### config.mk
export PLATFORM = sky130hd
export DESIGN_NAME = jtag_dpram_responder_flat
export DESIGN_NICKNAME = d
export VERILOG_FILES = /design/src/rtl/jtag_dpram_responder_pkg.sv /design/src/rtl/jtag_dpram_responder_if.sv /design/src/rtl/jtag_dpram_responder_rd_valid_pipe.sv /design/src/rtl/jtag_dpram_responder.sv /design/src/flat_wrapper.sv
export SDC_FILE = /design/constraint.sdc
export NUM_CORES = 1
export LEC_CHECK = 0
export BUFFER_PORTS_ARGS = -buffer_cell sky130_fd_sc_hd__buf_2
export CAP_MARGIN = 40
export CORE_AREA = 10 10 99 101
export CTS_BUF_LIST = sky130_fd_sc_hd__clkbuf_8
export DETAILED_ROUTE_END_ITERATION = 8
export DIE_AREA = 0 0 109 111
export PLACE_DENSITY = 0.8
export SYNTH_ARGS = -nofsm -noshare
export SYNTH_HDL_FRONTEND = slang
export SYNTH_SLANG_ARGS = --single-unit
export TNS_END_PERCENT = 30
### constraint.sdc
create_clock -name iCLK -period 2.2 [get_ports iCLK]
set_clock_uncertainty 0.05 [all_clocks]
set_input_delay 0.11 -clock iCLK [delete_from_list [all_inputs] [get_ports iCLK]]
set_output_delay 0.11 -clock iCLK [all_outputs]
set_load 0.05 [all_outputs]
### src/rtl/jtag_dpram_responder_pkg.sv
`default_nettype none
// ============================================================================
//  Module      : jtag_dpram_pkg
//  Description : Shared types and constants for the JTAG-bridge DPRAM
//                responder: FSM state encoding, burst-count width and the
//                default data word returned for out-of-window reads.
//  Revision    : 1.0  initial release
// ============================================================================
package jtag_dpram_pkg;

   typedef enum logic [1:0] {
      S_IDLE     = 2'd0,
      S_WR_BURST = 2'd1,
      S_RD_ISSUE = 2'd2,
      S_RD_DRAIN = 2'd3
   } state_e;

   localparam int          BURST_W       = 5;
   localparam int          MAX_BURST     = 16;
   localparam logic [31:0] DEF_MISS_DATA = 32'hDEAD_BEEF;

   // Effective beat count: a zero count is a single beat; anything above the
   // largest legal burst is clamped so the beat counter can never run away.
   function automatic logic [BURST_W-1:0] burst_len(input logic [BURST_W-1:0] count);
      if (count == '0) begin
         return BURST_W'(1);
      end
      if (count > BURST_W'(MAX_BURST)) begin
         return BURST_W'(MAX_BURST);
      end
      return count;
   endfunction

endpackage
`default_nettype wire

### src/rtl/jtag_dpram_responder_if.sv
`default_nettype none
// ============================================================================
//  Module      : jtag_dpram_responder_if
//  Description : Avalon-MM burst bus between the JTAG bridge master and the
//                DPRAM responder.
//  Ports       : iADDRESS/iREAD/iWRITE/iWRITE_DATA/iBURST_COUNT  master->slave
//                oWAIT_REQUEST/oREAD_DATA/oREAD_DATAVALID        slave->master
//  Revision    : 1.0  initial release
// ============================================================================
interface jtag_dpram_responder_if;
   import jtag_dpram_pkg::*;

   logic [31:0]        iADDRESS;
   logic               iREAD;
   logic               iWRITE;
   logic [31:0]        iWRITE_DATA;
   logic [BURST_W-1:0] iBURST_COUNT;
   logic               oWAIT_REQUEST;
   logic [31:0]        oREAD_DATA;
   logic               oREAD_DATAVALID;

   modport master (
      output iADDRESS, iREAD, iWRITE, iWRITE_DATA, iBURST_COUNT,
      input  oWAIT_REQUEST, oREAD_DATA, oREAD_DATAVALID
   );

   modport slave (
      input  iADDRESS, iREAD, iWRITE, iWRITE_DATA, iBURST_COUNT,
      output oWAIT_REQUEST, oREAD_DATA, oREAD_DATAVALID
   );

endinterface
`default_nettype wire

### src/rtl/jtag_dpram_responder_rd_valid_pipe.sv
`default_nettype none
// ============================================================================
//  Module      : rd_valid_pipe
//  Description : LATENCY-deep shift register tracking issued RAM reads so the
//                matching read-data-valid (and its miss tag) emerges exactly
//                LATENCY cycles after the issue cycle.
//  Ports       : iCLK, iRESETn      clock, async active-low clear
//                issue_i, miss_i    read issued this cycle / it is a miss
//                valid_o, miss_o    beat returning this cycle / its miss tag
//                busy_o             beats still in flight after this cycle
//  Revision    : 1.0  initial release
// ============================================================================
module rd_valid_pipe #(
   parameter int unsigned LATENCY = 2
) (
   input  logic iCLK,
   input  logic iRESETn,
   input  logic issue_i,
   input  logic miss_i,
   output logic valid_o,
   output logic miss_o,
   output logic busy_o
);

   // Index 0 is the youngest stage, LATENCY-1 the one presented at the output.
   logic [LATENCY-1:0] valid_q;
   logic [LATENCY-1:0] miss_q;

   always_ff @(posedge iCLK or negedge iRESETn) begin
      if (!iRESETn) begin
         valid_q <= '0;
         miss_q  <= '0;
      end else begin
         valid_q[0] <= issue_i;
         miss_q[0]  <= miss_i;
         for (int k = 1; k < int'(LATENCY); k++) begin
            valid_q[k] <= valid_q[k-1];
            miss_q[k]  <= miss_q[k-1];
         end
      end
   end

   assign valid_o = valid_q[LATENCY-1];
   assign miss_o  = miss_q[LATENCY-1];

   // The output stage is excluded: once only it is occupied, the last beat
   // leaves this cycle and the FSM may reopen the bus on the next one.
   always_comb begin
      busy_o = 1'b0;
      for (int k = 0; k < int'(LATENCY) - 1; k++) begin
         busy_o = busy_o | valid_q[k];
      end
   end

endmodule
`default_nettype wire

### src/rtl/jtag_dpram_responder.sv
`default_nettype none
// ============================================================================
//  Module      : jtag_dpram_responder
//  Description : Avalon-MM burst slave terminating the JTAG bridge master on
//                one port of the shared 32-bit dual-port RAM. Out-of-window
//                accesses are absorbed (writes dropped, reads return
//                MISS_DATA) and flagged.
//  Ports       : iCLK, iRESETn       clock, async active-low reset
//                bus (slave)         Avalon-MM burst bus
//                oRAM_CS/WE/ADDR/WDATA, iRAM_RDATA   DPRAM port
//                oPROTO_ERR          sticky protocol-violation flag
//                oMISS               sticky out-of-window flag
//  Revision    : 1.0  initial release
// ============================================================================
module jtag_dpram_responder
   import jtag_dpram_pkg::*;
#(
   parameter int unsigned ADDR_W       = 10,
   parameter logic [31:0] BASE_ADDR    = 32'h0000_0000,
   parameter int unsigned READ_LATENCY = 2,
   parameter logic [31:0] MISS_DATA    = DEF_MISS_DATA
) (
   input  logic                  iCLK,
   input  logic                  iRESETn,
   jtag_dpram_responder_if.slave bus,
   output logic                  oRAM_CS,
   output logic                  oRAM_WE,
   output logic [ADDR_W-1:0]     oRAM_ADDR,
   output logic [31:0]           oRAM_WDATA,
   input  logic [31:0]           iRAM_RDATA,
   output logic                  oPROTO_ERR,
   output logic                  oMISS
);

   // Byte-offset bits covered by the window (4 bytes per RAM word).
   localparam logic [31:0] WIN_MASK = (32'd1 << (ADDR_W + 2)) - 32'd1;

   state_e             state_q, state_d;
   logic [ADDR_W-1:0]  addr_q, addr_d;
   logic [BURST_W-1:0] remain_q, remain_d;
   logic               hit_q, hit_d;
   logic               proto_q, proto_d;
   logic               miss_q, miss_d;
   logic [31:0]        rdata_q;

   logic               hit_now;
   logic [ADDR_W-1:0]  word_now;
   logic [BURST_W-1:0] len_now;
   logic               rd_issue;
   logic               pipe_valid;
   logic               pipe_miss;
   logic               pipe_busy;
   logic [31:0]        read_data;

   assign hit_now  = ((bus.iADDRESS & ~WIN_MASK) == BASE_ADDR);
   assign word_now = bus.iADDRESS[ADDR_W+1:2];
   assign len_now  = burst_len(bus.iBURST_COUNT);

   always_comb begin
      state_d           = state_q;
      addr_d            = addr_q;
      remain_d          = remain_q;
      hit_d             = hit_q;
      proto_d           = proto_q;
      miss_d            = miss_q;
      bus.oWAIT_REQUEST = 1'b0;
      oRAM_CS           = 1'b0;
      oRAM_WE           = 1'b0;
      oRAM_ADDR         = addr_q;
      oRAM_WDATA        = '0;
      rd_issue          = 1'b0;

      case (state_q)
         S_IDLE: begin
            if (bus.iWRITE) begin
               // First beat goes straight to the RAM in the acceptance cycle;
               // a simultaneous read is dropped and flagged.
               oRAM_CS    = hit_now;
               oRAM_WE    = hit_now;
               oRAM_ADDR  = word_now;
               oRAM_WDATA = bus.iWRITE_DATA;
               hit_d      = hit_now;
               miss_d     = miss_q | ~hit_now;
               proto_d    = proto_q | bus.iREAD;
               addr_d     = word_now + ADDR_W'(1);
               remain_d   = len_now - BURST_W'(1);
               if (len_now != BURST_W'(1)) begin
                  state_d = S_WR_BURST;
               end
            end else if (bus.iREAD) begin
               hit_d    = hit_now;
               miss_d   = miss_q | ~hit_now;
               addr_d   = word_now;
               remain_d = len_now;
               state_d  = S_RD_ISSUE;
            end
         end

         S_WR_BURST: begin
            proto_d = proto_q | bus.iREAD;
            // iWRITE low is a master stall: nothing moves.
            if (bus.iWRITE) begin
               oRAM_CS    = hit_q;
               oRAM_WE    = hit_q;
               oRAM_WDATA = bus.iWRITE_DATA;
               addr_d     = addr_q + ADDR_W'(1);
               remain_d   = remain_q - BURST_W'(1);
               if (remain_q == BURST_W'(1)) begin
                  state_d = S_IDLE;
               end
            end
         end

         S_RD_ISSUE: begin
            bus.oWAIT_REQUEST = 1'b1;
            // Misses still run through the pipe so the master always gets
            // its full count of beats.
            oRAM_CS  = hit_q;
            rd_issue = 1'b1;
            addr_d   = addr_q + ADDR_W'(1);
            remain_d = remain_q - BURST_W'(1);
            if (remain_q == BURST_W'(1)) begin
               state_d = S_RD_DRAIN;
            end
         end

         S_RD_DRAIN: begin
            bus.oWAIT_REQUEST = 1'b1;
            if (!pipe_busy) begin
               state_d = S_IDLE;
            end
         end

         default: begin
            state_d = S_IDLE;
         end
      endcase
   end

   rd_valid_pipe #(
      .LATENCY (READ_LATENCY)
   ) u_rd_valid_pipe (
      .iCLK    (iCLK),
      .iRESETn (iRESETn),
      .issue_i (rd_issue),
      .miss_i  (~hit_q),
      .valid_o (pipe_valid),
      .miss_o  (pipe_miss),
      .busy_o  (pipe_busy)
   );

   // Returned beats pass the RAM word through in the valid cycle; between
   // beats the last value is held.
   always_comb begin
      read_data = rdata_q;
      if (pipe_valid) begin
         read_data = pipe_miss ? MISS_DATA : iRAM_RDATA;
      end
   end

   assign bus.oREAD_DATA      = read_data;
   assign bus.oREAD_DATAVALID = pipe_valid;
   assign oPROTO_ERR          = proto_q;
   assign oMISS               = miss_q;

   always_ff @(posedge iCLK or negedge iRESETn) begin
      if (!iRESETn) begin
         state_q  <= S_IDLE;
         addr_q   <= '0;
         remain_q <= '0;
         hit_q    <= 1'b0;
         proto_q  <= 1'b0;
         miss_q   <= 1'b0;
         rdata_q  <= '0;
      end else begin
         state_q  <= state_d;
         addr_q   <= addr_d;
         remain_q <= remain_d;
         hit_q    <= hit_d;
         proto_q  <= proto_d;
         miss_q   <= miss_d;
         if (pipe_valid) begin
            rdata_q <= read_data;
         end
      end
   end

endmodule
`default_nettype wire
### src/flat_wrapper.sv
// flat-port wrapper written by rule: the top's interface ports become plain ports
module jtag_dpram_responder_flat import jtag_dpram_pkg::*;
#(
   parameter int unsigned ADDR_W       = 10,
   parameter logic [31:0] BASE_ADDR    = 32'h0000_0000,
   parameter int unsigned READ_LATENCY = 2,
   parameter logic [31:0] MISS_DATA    = DEF_MISS_DATA
)
  (iCLK, iRESETn, oRAM_CS, oRAM_WE, oRAM_ADDR, oRAM_WDATA, iRAM_RDATA, oPROTO_ERR, oMISS, bus_iADDRESS, bus_iREAD, bus_iWRITE, bus_iWRITE_DATA, bus_iBURST_COUNT, bus_oWAIT_REQUEST, bus_oREAD_DATA, bus_oREAD_DATAVALID);
  jtag_dpram_responder_if bus_i ();
  input  logic iCLK;
  input  logic iRESETn;
  output logic oRAM_CS;
  output logic oRAM_WE;
  output logic [ADDR_W-1:0] oRAM_ADDR;
  output logic [31:0] oRAM_WDATA;
  input  logic [31:0] iRAM_RDATA;
  output logic oPROTO_ERR;
  output logic oMISS;
  input wire logic [$bits(bus_i.iADDRESS)-1:0] bus_iADDRESS;
  input wire logic [$bits(bus_i.iREAD)-1:0] bus_iREAD;
  input wire logic [$bits(bus_i.iWRITE)-1:0] bus_iWRITE;
  input wire logic [$bits(bus_i.iWRITE_DATA)-1:0] bus_iWRITE_DATA;
  input wire logic [$bits(bus_i.iBURST_COUNT)-1:0] bus_iBURST_COUNT;
  output wire logic [$bits(bus_i.oWAIT_REQUEST)-1:0] bus_oWAIT_REQUEST;
  output wire logic [$bits(bus_i.oREAD_DATA)-1:0] bus_oREAD_DATA;
  output wire logic [$bits(bus_i.oREAD_DATAVALID)-1:0] bus_oREAD_DATAVALID;
  assign bus_i.iADDRESS = bus_iADDRESS;
  assign bus_i.iREAD = bus_iREAD;
  assign bus_i.iWRITE = bus_iWRITE;
  assign bus_i.iWRITE_DATA = bus_iWRITE_DATA;
  assign bus_i.iBURST_COUNT = bus_iBURST_COUNT;
  assign bus_oWAIT_REQUEST = bus_i.oWAIT_REQUEST;
  assign bus_oREAD_DATA = bus_i.oREAD_DATA;
  assign bus_oREAD_DATAVALID = bus_i.oREAD_DATAVALID;
  jtag_dpram_responder #(.ADDR_W(ADDR_W), .BASE_ADDR(BASE_ADDR), .READ_LATENCY(READ_LATENCY), .MISS_DATA(MISS_DATA)) u_core (.iCLK(iCLK), .iRESETn(iRESETn), .bus(bus_i), .oRAM_CS(oRAM_CS), .oRAM_WE(oRAM_WE), .oRAM_ADDR(oRAM_ADDR), .oRAM_WDATA(oRAM_WDATA), .iRAM_RDATA(iRAM_RDATA), .oPROTO_ERR(oPROTO_ERR), .oMISS(oMISS));
endmodule
==> qor.csv <==
stage,metric,value,unit
yosys,yosys warns,0,
worst_setup_path,Worst Path Required,2.04,ns
min_path,Worst Hold Depth,2,
worst_setup_path,worst reg2reg path startpoint,u_core.state_q[0],
yosys,"EDFF count, synth",0,
clocking,CTS root buf,clkbuf_8,
worst_setup_path,worst reg2reg setup slack,0.14,ns
route,post-DR wirelength/cell,16.7,um
yosys,top_reg_cell synth,dfrtp_1,
yosys,Async SR Flop Fraction,1.00,
placement,post-DP HPWL,8670,um
min_path,Min-Delay Path Class,input pin to flop,
worst_setup_path,Worst Setup Path Type,flop to output pin,
sta,Final WS setup,0.0822,ns
die,Core ar.,7970,sq um
global_routing,vias in the first global route,3787,
placement,IO Port Bufs,182,
worst_setup_path,RR Endpoint,u_core.addr_q[7],
sta,setup violators final,0,
worst_setup_path,CP cell instances,inv_1 > ha_1 > buf_4 > nand2_2 > buf_4 > mux2_2 > buf_4,
sta,Slew HR,0.606,
cells_and_area,"Area growth, synth to finish",42.4,%
yosys,Post-Synth Simple-Gate Area,0.205,
die,Die Area,12100,sq um
yosys,Post-Syn Area,3560,sq um
global_routing,Total GRT Usage,0.182,
yosys,register area share after synthesis,0.394,
pwr,Pleak,2.26,nW
yosys,largest family of logic cells by synthesized area,compound AO/OA/AOI/OAI gates,
cells_and_area,final core occ,0.636,
clocking,CTS buffer count,5,
worst_setup_path,WP data arrival,1.96,ns
pwr,Cell Pwr Density,1050,nW/um^2
min_path,Hold Path Origin,bus_iREAD,
route,vias per cell,5.35,
clocking,Max clock buf depth,2,
clocking,CTS Sinks,56,
sta,Tmin final,2.12,ns
route,DRT Pass-1 Iters,4,
yosys,Area contributors post-synth,"dfrtp_1, o22a_1, and2_1",
cells_and_area,# diodes,0,
yosys,XOR/XNOR Fraction of Synth Area,0.0197,
sta,fmax,0.472,GHz
pwr,Total Power,5.35,mW
die,DIE HEIGHT,111,um
global_routing,grt total ovfl,0,
placement,Final GP Congestion,0.851,
yosys,"count leader, synth",dfrtp_1,
sta,final hold viol count,0,
route,vias,3742,
yosys,"FF+latch count, synth",56,
yosys,Mapped Cells,387,
yosys,post-synth top area share,0.394,
worst_setup_path,crit-path most repeated cell,buf_4,
sta,Worst-Margin Slew,0.591,ns
global_routing,pin count of the biggest net entering global routing,58,
run,max_cap viols,0,
yosys,"Net Count, Synth",503,
yosys,Synth Area in Adders,0.0387,
global_routing,initial antenna violation count,0,
pwr,peak supply drop,0.00103,V
worst_setup_path,slowest CP cell,dfrtp_1,
die,initial core utilization,0.447,
worst_setup_path,CP endpoint kind,output pin,
route,post-route ant nets,0,
global_routing,first-pass GRT wire length,18400,um
placement,placed cell count,657,
route,initial drt markers,209,
die,Ports,185,
worst_setup_path,CP peak stage delay,0.41,ns
clocking,H-tree depth,2,
die,Die W,109,um
die,Cell Rows,33,
clocking,Clock transition at path regs,0.10,ns
min_path,Hold EP,u_core.oPROTO_ERR,
sta,part of the cycle the worst path needs,0.963,
route,WL final,11700,um
yosys,complex-gate fraction of the synthesized area,0.250,
status,outcome,finished clean,
yosys,Synth cell types,46,
cells_and_area,nets@finish,710,
route,DRC Markers,0,
clocking,worst-skew pair later-pin latency,0.30,ns
yosys,Yosys top cell by area,dfrtp_1,
yosys,syn avg cell area,9.19,sq um
cells_and_area,fin cells,700,
yosys,post-synthesis mux area share,0.0432,
sta,fin. max-slew vios,0,
sta,RSZ-0062 raised after global routing,true,
placement,pre-CTS setup slack,0.0843,ns
worst_setup_path,crit-path max FO,7,
worst_setup_path,Critical Path Source Type,flop,
worst_setup_path,FF-to-FF path depth,6,
yosys,Commonest cells post-synth,"dfrtp_1, o22a_1, and2_1, o21ai_0, nand2_1",
cells_and_area,layout cell share with drive strength beyond 1,0.388,
clocking,CTS tree,yes,
[stage by stage]
step           setup TNS [ns]  hold WS (ns)  area (sq um)
3_5_place_dp                0        0.0976          4580
2_1_floorplan          -0.677        -0.236          3560
6_report                    0        0.0382          5070
3_3_place_gp                0         0.101          4570
4_1_cts                     0        0.0289          5010
5_1_grt             -0.000921        0.0386          5070
[report_power, final]
part	internal [mW]	switching, mW
Clock	0.223	0.329
Sequential	1.22	0.257
Combinational	1.19	2.12
[state kept, by name (all words and copies together) (netlist names)]
name,count
u_core.hit_q,1
u_core.u_rd_valid_pipe.miss_q,2
u_core.rdata_q,32
u_core.oMISS,1
u_core.remain_q,5
u_core.addr_q,10
u_core.state_q,2
u_core.u_rd_valid_pipe.valid_q,2
u_core.oPROTO_ERR,1
[layout make-up]
cell class | instances | area, sq um
repair buffers | 227 | 1370
clock inverters | 3 | 20.0
well taps | 105 | 131
inverters | 18 | 67.6
flip-flops and latches | 56 | 1400
multi-input cells | 286 | 2000
clock buffers | 5 | 68.8
fillers | 657 | 2900
[per-layer routing]
metal  share of wire  vias up  global-route usage
met1            0.40     1749               0.204
li1                -     1825                   -
met4          0.0093        0              0.0308
met3            0.10        8              0.0797
met5               0        -                   0
met2            0.49      160               0.313
[placed cells by master (no fill, tap or decap), types with 8 or more instances in the layout]
cell type        n
inv_1           19
o22a_1          46
nand2_1         27
nand3_1          8
and2_1          34
a21oi_1         13
mux2_2          11
nor4_1          10
dfrtp_1         55
ha_1            11
o21ai_0         33
dlygate4sd3_1   32
nor2_1          16
buf_4           12
buf_2          175
[logic make-up (layout without fill, tap and decap cells)]
logic type,count (synthesis),count (layout)
multiplexers,14,14
adder cells (fa/ha/maj),11,11
AO/OA/AOI/OAI,120,120
XOR/XNOR,8,8
AND/OR/NAND/NOR,133,133
flip-flops,56,56
buffers and inverters,45,253
[worst max path at each step]
stage	startpoint	to	slack, ns
floorplan	u_core.u_rd_valid_pipe.valid_q[1]	bus_oREAD_DATA[14]	-0.1
global placement	u_core.state_q[1]	u_core.remain_q[2]	0.09
global route	u_core.state_q[0]	oRAM_ADDR[4]	-0.0009
CTS	u_core.state_q[0]	oRAM_ADDR[5]	0.02
finish	u_core.state_q[0]	oRAM_ADDR[8]	0.08
detailed placement	u_core.state_q[0]	u_core.addr_q[6]	0.08
[critical path: cells and delay by family, from the launching register on]
| kind | cells | cell delay, ns |
|---|---|---|
| adder cells (fa/ha/maj) | 1 | 0.21 |
| flip-flops | 1 | 0.41 |
| multiplexers | 1 | 0.34 |
| AND/OR/NAND/NOR | 1 | 0.10 |
| buffers and inverters | 4 | 0.60 |
[timing repair]
item,4_1_cts,5_1_grt
endpoints found under the hold margin,56,0
resized for setup,1,21
hold buffers,32,0
endpoints found under the setup margin,10,46
buffers inserted,2,0
gates cloned,0,1
Note: power is estimated with default switching activity, not from simulation.
